==> src/rtl/am_operand_unit_if.sv <==
`default_nettype none
// +--------------------------------------------------------------------------+
// | am_operand_unit_if : instruction, memory-read and write-back bundle      |
// | Revision 1.0                                                             |
// +--------------------------------------------------------------------------+
interface am_operand_unit_if #(
  parameter int DATA_W = 16,
  parameter int ADDR_W = 16,
  parameter int REG_AW = 3
);
  logic              in_valid;
  logic              in_ready;
  logic [3:0]        opcode;
  logic [REG_AW-1:0] op1_regaddr;
  logic [DATA_W-1:0] op2_data;
  logic [DATA_W-1:0] imm;
  logic              mem_req;
  logic [ADDR_W-1:0] mem_addr;
  logic              mem_ack;
  logic [DATA_W-1:0] mem_rdata;
  logic              wb_valid;
  logic [DATA_W-1:0] wb_data;
  logic [REG_AW-1:0] wb_regaddr;
  logic              err_illegal;
  logic              err_timeout;

  modport master (
    output in_valid, opcode, op1_regaddr, op2_data, imm, mem_ack, mem_rdata,
    input  in_ready, mem_req, mem_addr, wb_valid, wb_data, wb_regaddr,
           err_illegal, err_timeout
  );

  modport slave (
    input  in_valid, opcode, op1_regaddr, op2_data, imm, mem_ack, mem_rdata,
    output in_ready, mem_req, mem_addr, wb_valid, wb_data, wb_regaddr,
           err_illegal, err_timeout
  );
endinterface
`default_nettype wire

==> src/rtl/am_operand_unit.sv <==
`default_nettype none
// +--------------------------------------------------------------------------+
// | am_operand_unit : addressing-mode resolver and operand fetch             |
// | Revision 1.0                                                             |
// +--------------------------------------------------------------------------+
module am_operand_unit #(
  parameter int DATA_W   = 16,
  parameter int ADDR_W   = 16,
  parameter int REG_AW   = 3,
  parameter int ACC_ADDR = 0,
  parameter int TIMEOUT  = 15
) (
  input  wire logic          clk,
  input  wire logic          reset_n,
  am_operand_unit_if.slave   bus
);

  localparam logic [3:0]        OP_MOV  = 4'b1011;
  localparam logic [3:0]        OP_MVI  = 4'b1100;
  localparam logic [3:0]        OP_LDA  = 4'b1101;
  localparam logic [3:0]        OP_LDR  = 4'b1110;
  localparam logic [7:0]        TO_LAST = 8'(TIMEOUT - 1);
  localparam logic [REG_AW-1:0] ACC_REG = REG_AW'(ACC_ADDR);

  typedef enum logic [1:0] {
    IDLE = 2'd0,
    MEM  = 2'd1,
    WB   = 2'd2
  } state_t;

  state_t            state, next_state;
  logic [7:0]        cnt_q, cnt_d;
  logic [ADDR_W-1:0] addr_q, addr_d;
  logic [REG_AW-1:0] dest_q, dest_d;
  logic [REG_AW-1:0] wbr_q, wbr_d;
  logic [DATA_W-1:0] wbd_q, wbd_d;
  logic              ill_q, ill_d;
  logic              tmo_q, tmo_d;
  logic [ADDR_W-1:0] lda_addr;
  logic [ADDR_W-1:0] ldr_addr;

  if (ADDR_W <= DATA_W) begin : g_addr_trunc
    assign lda_addr = bus.imm[ADDR_W-1:0];
    assign ldr_addr = bus.op2_data[ADDR_W-1:0];
  end else begin : g_addr_zext
    assign lda_addr = {{(ADDR_W-DATA_W){1'b0}}, bus.imm};
    assign ldr_addr = {{(ADDR_W-DATA_W){1'b0}}, bus.op2_data};
  end

  always_ff @(posedge clk or negedge reset_n) begin
    if (!reset_n) begin
      state  <= IDLE;
      cnt_q  <= '0;
      addr_q <= '0;
      dest_q <= '0;
      wbr_q  <= '0;
      wbd_q  <= '0;
      ill_q  <= 1'b0;
      tmo_q  <= 1'b0;
    end else begin
      state  <= next_state;
      cnt_q  <= cnt_d;
      addr_q <= addr_d;
      dest_q <= dest_d;
      wbr_q  <= wbr_d;
      wbd_q  <= wbd_d;
      ill_q  <= ill_d;
      tmo_q  <= tmo_d;
    end
  end

  // Write-back registers only change on entry to WB so they hold between strobes.
  always_comb begin
    next_state = state;
    cnt_d      = cnt_q;
    addr_d     = addr_q;
    dest_d     = dest_q;
    wbr_d      = wbr_q;
    wbd_d      = wbd_q;
    ill_d      = 1'b0;
    tmo_d      = 1'b0;
    case (state)
      IDLE: begin
        if (bus.in_valid) begin
          case (bus.opcode)
            OP_MOV: begin
              wbd_d      = bus.op2_data;
              wbr_d      = bus.op1_regaddr;
              next_state = WB;
            end
            OP_MVI: begin
              wbd_d      = bus.imm;
              wbr_d      = bus.op1_regaddr;
              next_state = WB;
            end
            OP_LDA: begin
              addr_d     = lda_addr;
              dest_d     = ACC_REG;
              cnt_d      = '0;
              next_state = MEM;
            end
            OP_LDR: begin
              addr_d     = ldr_addr;
              dest_d     = bus.op1_regaddr;
              cnt_d      = '0;
              next_state = MEM;
            end
            default: ill_d = 1'b1;
          endcase
        end
      end
      MEM: begin
        // An ack on the final permitted cycle still completes the load.
        if (bus.mem_ack) begin
          wbd_d      = bus.mem_rdata;
          wbr_d      = dest_q;
          cnt_d      = '0;
          next_state = WB;
        end else if (cnt_q == TO_LAST) begin
          tmo_d      = 1'b1;
          cnt_d      = '0;
          next_state = IDLE;
        end else begin
          cnt_d = cnt_q + 8'd1;
        end
      end
      WB:      next_state = IDLE;
      default: next_state = IDLE;
    endcase
  end

  assign bus.in_ready    = (state == IDLE);
  assign bus.mem_req     = (state == MEM);
  assign bus.mem_addr    = addr_q;
  assign bus.wb_valid    = (state == WB);
  assign bus.wb_data     = wbd_q;
  assign bus.wb_regaddr  = wbr_q;
  assign bus.err_illegal = ill_q;
  assign bus.err_timeout = tmo_q;

endmodule
`default_nettype wire

==> src/flat_wrapper.sv <==
// flat-port wrapper written by rule: the top's interface ports become plain ports
module am_operand_unit_flat 
#(
  parameter int DATA_W   = 16,
  parameter int ADDR_W   = 16,
  parameter int REG_AW   = 3,
  parameter int ACC_ADDR = 0,
  parameter int TIMEOUT  = 15
)
  (clk, reset_n, bus_in_valid, bus_opcode, bus_op1_regaddr, bus_op2_data, bus_imm, bus_mem_ack, bus_mem_rdata, bus_in_ready, bus_mem_req, bus_mem_addr, bus_wb_valid, bus_wb_data, bus_wb_regaddr, bus_err_illegal, bus_err_timeout);
  am_operand_unit_if #(.DATA_W(DATA_W), .ADDR_W(ADDR_W), .REG_AW(REG_AW)) bus_i ();
  input  wire logic clk;
  input  wire logic reset_n;
  input wire logic [$bits(bus_i.in_valid)-1:0] bus_in_valid;
  input wire logic [$bits(bus_i.opcode)-1:0] bus_opcode;
  input wire logic [$bits(bus_i.op1_regaddr)-1:0] bus_op1_regaddr;
  input wire logic [$bits(bus_i.op2_data)-1:0] bus_op2_data;
  input wire logic [$bits(bus_i.imm)-1:0] bus_imm;
  input wire logic [$bits(bus_i.mem_ack)-1:0] bus_mem_ack;
  input wire logic [$bits(bus_i.mem_rdata)-1:0] bus_mem_rdata;
  output wire logic [$bits(bus_i.in_ready)-1:0] bus_in_ready;
  output wire logic [$bits(bus_i.mem_req)-1:0] bus_mem_req;
  output wire logic [$bits(bus_i.mem_addr)-1:0] bus_mem_addr;
  output wire logic [$bits(bus_i.wb_valid)-1:0] bus_wb_valid;
  output wire logic [$bits(bus_i.wb_data)-1:0] bus_wb_data;
  output wire logic [$bits(bus_i.wb_regaddr)-1:0] bus_wb_regaddr;
  output wire logic [$bits(bus_i.err_illegal)-1:0] bus_err_illegal;
  output wire logic [$bits(bus_i.err_timeout)-1:0] bus_err_timeout;
  assign bus_i.in_valid = bus_in_valid;
  assign bus_i.opcode = bus_opcode;
  assign bus_i.op1_regaddr = bus_op1_regaddr;
  assign bus_i.op2_data = bus_op2_data;
  assign bus_i.imm = bus_imm;
  assign bus_i.mem_ack = bus_mem_ack;
  assign bus_i.mem_rdata = bus_mem_rdata;
  assign bus_in_ready = bus_i.in_ready;
  assign bus_mem_req = bus_i.mem_req;
  assign bus_mem_addr = bus_i.mem_addr;
  assign bus_wb_valid = bus_i.wb_valid;
  assign bus_wb_data = bus_i.wb_data;
  assign bus_wb_regaddr = bus_i.wb_regaddr;
  assign bus_err_illegal = bus_i.err_illegal;
  assign bus_err_timeout = bus_i.err_timeout;
  am_operand_unit #(.DATA_W(DATA_W), .ADDR_W(ADDR_W), .REG_AW(REG_AW), .ACC_ADDR(ACC_ADDR), .TIMEOUT(TIMEOUT)) u_core (.clk(clk), .reset_n(reset_n), .bus(bus_i));
endmodule
==> config.mk <==
export PLATFORM = sky130hd
export DESIGN_NAME = am_operand_unit_flat
export DESIGN_NICKNAME = d
export VERILOG_FILES = /design/src/rtl/am_operand_unit_if.sv /design/src/rtl/am_operand_unit.sv /design/src/flat_wrapper.sv
export SDC_FILE = /design/constraint.sdc
export NUM_CORES = 1
export LEC_CHECK = 0
export BUFFER_PORTS_ARGS = -buffer_cell sky130_fd_sc_hd__buf_2
export CORE_ASPECT_RATIO = 0.6
export CORE_MARGIN = 2
export CORE_UTILIZATION = 45
export DETAILED_ROUTE_END_ITERATION = 7
export PLACE_DENSITY = 0.83
export SLEW_MARGIN = 0
export SYNTH_ARGS = -nofsm -noshare
export SYNTH_HDL_FRONTEND = slang
export SYNTH_SLANG_ARGS = --single-unit
==> constraint.sdc <==
create_clock -name clk -period 2.3 [get_ports clk]
set_clock_uncertainty 0.05 [all_clocks]
set_input_delay 0.23 -clock clk [delete_from_list [all_inputs] [get_ports clk]]
set_output_delay 0.23 -clock clk [all_outputs]
set_load 0.02 [all_outputs]
==> flow_summary.json <==
{
  "post_cts_buffers": 0,
  "power_density_nw_per_um2": 900,
  "clkTransAtPathRegs_ps": 90,
  "critPathTopFamily": "compound AO/OA/AOI/OAI gates",
  "setup_tns_ps": 0,
  "grtUsageTotal": 0.219,
  "cts_tree": "built",
  "swShare": 0.361,
  "cts.repair.resized": 0,
  "area_growth_pct": 27.1,
  "synth_fa_ha_area_frac": 0.00966,
  "synthSimpleGateAreaFrac": 0.175,
  "max_cap_viol_count": 0,
  "avgRoutedWirePerCell_um": 14.7,
  "clk_latency_ps": 300,
  "timing.final.crit_share": 0.870,
  "synth_cells": 272,
  "dieWidth_um": 102,
  "coreArea_um2": 5570,
  "synth_top_family_by_area": "simple AND/OR/NAND/NOR gates",
  "initial_core_util": 0.465,
  "syn_nets": 333,
  "fp-row-count": 21,
  "placement.io_buffers": 98,
  "critPathBufInv": 1,
  "synth_top_area_frac": 0.483,
  "grt_max_degree": 38,
  "seqPwrFrac": 0.436,
  "grt_pass1_wl_um": 10800,
  "run_status": "complete, no violations",
  "leakage_nw": 1.52,
  "yosysSeqAreaShare": 0.483,
  "synth_mux_area_frac": 0.144,
  "r2r-start": "u_core.cnt_q[0]",
  "fmax_mhz": 500,
  "rsz0062_at_grt": "no",
  "ys_types": 39,
  "crit_arrival_ps": 2170,
  "hold_buffers": 1,
  "worstHoldStart": "bus_in_valid",
  "crit_path_start_kind": "register",
  "p_int_mw": 1.89,
  "place_hpwl_um": 4990,
  "final_cell_area_um2": 3290,
  "finalHoldViolations": 0,
  "vdd_drop_max_uv": 574,
  "place_inst": 444,
  "n_antenna_cell": 0,
  "power_switching_mw": 1.07,
  "hold-path-cell-count": 3,
  "synth_compound_area_frac": 0.134,
  "yosys-top-cells-area": "dfrtp_1 (48%), nand2_1 (8.4%), mux2_2 (7.8%)",
  "drt-total-wl_um": 6670,
  "drt_iter0_drc": 114,
  "htreeDepth": 2,
  "r2r_end": "u_core.cnt_q[7]",
  "required_ps": 2470,
  "die_y_um": 62.8,
  "critPathMaxFanout": 9,
  "synth_xor_area_frac": 0.0101,
  "comb_power_share": 0.356,
  "slew_headroom": 0.464,
  "layout.cells.non_filler": 453,
  "gp_congestion": 0.917,
  "synth-seq-cells": 50,
  "drive_gt1_frac": 0.370,
  "clockBufferDepth": 2,
  "utilization": 0.591,
  "slowest_stage": "a211oi_2",
  "fin_nets": 433,
  "cts_buffers": 5,
  "vias": 2373,
  "gr-total-overflow": 0,
  "tightest_slew_ps": 804,
  "crit_type": "reg2reg",
  "yosys_warnings": 0,
  "synth.avg_cell_area_um2": 9.52,
  "dieArea_um2": 6400,
  "ant_nets": 0,
  "pin_count": 99,
  "crit_chain": "inv_1 > ha_1 > nor3b_1 > a211oi_2 > o21ai_0 > a31oi_1",
  "grt_pass1_vias": 2258,
  "slowest_delay_ps": 550,
  "hold_path.class": "in2reg",
  "whs_endpoint": "u_core.bus.err_illegal",
  "cp-end-kind": "register",
  "vias_per_cell": 5.24,
  "clkPwrFrac": 0.208,
  "yosysTopAreaCell": "dfrtp_1",
  "placed_area_um2": 3170,
  "layout_min_cycle_time_ps": 2000,
  "dr.pass1.iters": 4,
  "antenna_found_initial": 0,
  "reg2reg_slack_ps": 300,
  "maxSlewViolCount": 0,
  "rr_worst_depth": 6,
  "cts-root-buf": "clkbuf_8",
  "clock-sinks": 50,
  "drc_errors": 0,
  "setup_viol": 0,
  "synth_area_um2": 2590
}
## flip-flops by register name, indices dropped and copies added (netlist names)
register / cells
u_core.state: 2
u_core.bus.err_timeout: 1
u_core.bus.err_illegal: 1
u_core.bus.wb_data: 16
u_core.cnt_q: 8
u_core.dest_q: 3
u_core.bus.wb_regaddr: 3
u_core.bus.mem_addr: 16
## worst max path at each step
stage	slack, ps	cells past startpoint	from	endpoint
floorplan	680	6	u_core.cnt_q[0]	u_core.cnt_q[7]
global placement	460	6	bus_opcode[1]	u_core.bus.wb_data[13]
detailed placement	350	6	u_core.cnt_q[0]	u_core.cnt_q[7]
CTS	340	6	u_core.cnt_q[0]	u_core.cnt_q[7]
global route	160	6	u_core.cnt_q[0]	u_core.cnt_q[7]
finish	300	6	u_core.cnt_q[0]	u_core.cnt_q[7]
## area by class of cell
cell class              count  area (um2)
clock buffers               6        72.6
clock inverters             2        37.5
repair buffers            109         576
well taps                  80         100
inverters                   6        22.5
multi-input cells         200        1230
flip-flops and latches     50        1250
fillers                   505        2280
## per-stage QoR
stage	power, mW	setup slack (ps)	hold WS (ps)
2_1_floorplan	1.95	679	-116
3_3_place_gp	2.34	464	317
3_5_place_dp	2.37	350	316
4_1_cts	2.98	335	98.3
5_1_grt	3.14	160	105
6_report	2.96	299	108
## cells in the mapped netlist
master     n
a21oi_1    4
clkbuf_2   1
o21ai_1   10
mux2_1     1
mux2_2    18
buf_2     10
nor2_1    19
a211oi_2   1
clkbuf_1   3
ha_1       2
xnor2_1    2
mux2i_1   16
a31oi_1   19
a22o_1     2
and4b_1    1
and4bb_1   1
o21a_1     1
nor4bb_1   1
or2_2      1
o21ai_0   18
o22ai_1    1
nor3_1     3
dfrtp_1   50
and3_1     1
xor2_1     1
nand2_1   58
nand2b_1   3
nor3b_1    1
nand4_1    1
a41oi_1    1
and4bb_2   1
nand3_1    6
o211ai_1   1
a211o_1    1
buf_6      2
inv_1      5
nor2b_1    2
nand4b_1   2
inv_2      1
## layer usage
| metal | track usage | share of wire | wire length (um) |
|---|---|---|---|
| met1 | 0.331 | 0.47 | 3140 |
| met2 | 0.313 | 0.44 | 2920 |
| met3 | 0.0570 | 0.084 | 558 |
| met4 | 0.0533 | 0.0076 | 51 |
| met5 | 0 | 0 | 0 |
## power by group through the flow
stage	combinational (mW)	clock [mW]	sequential, mW
3_3_place_gp	1.05	0	1.30
4_1_cts	1.07	0.624	1.29
2_1_floorplan	0.353	0	1.59
6_report	1.06	0.615	1.29
5_1_grt	1.15	0.661	1.33
3_5_place_dp	1.07	0	1.30
## layout by cell type (no fill, tap or decap), types with 2 or more instances in the layout
cell type  count
nand2b_1       3
inv_1          5
nand2_1       58
xnor2_1        2
nor2b_1        2
mux2_2        18
nor2_1        19
a22o_1         2
mux2i_1       16
nor3_1         2
buf_4         10
nand4b_1       2
o21ai_1       10
ha_1           2
clkbuf_8       5
a21oi_1        4
buf_2         98
o21ai_0       18
a31oi_1       19
dfrtp_1       50
nand3_1        6
## tightest hold or removal path, delay by kind of cell
| kind | cells | cell delay [ps] |
|---|---|---|
| AO/OA/AOI/OAI | 1 | 30 |
| buffers and inverters | 1 | 110 |
| AND/OR/NAND/NOR | 1 | 50 |
## logic make-up (layout without fill, tap and decap cells)
logic type,Yosys count,after routing
AO/OA/AOI/OAI,59,59
XOR/XNOR,3,3
adder cells (fa/ha/maj),2,2
buffers and inverters,22,123
flip-flops,50,50
multiplexers,35,35
AND/OR/NAND/NOR,101,101
(Power assumes the default switching activity.)
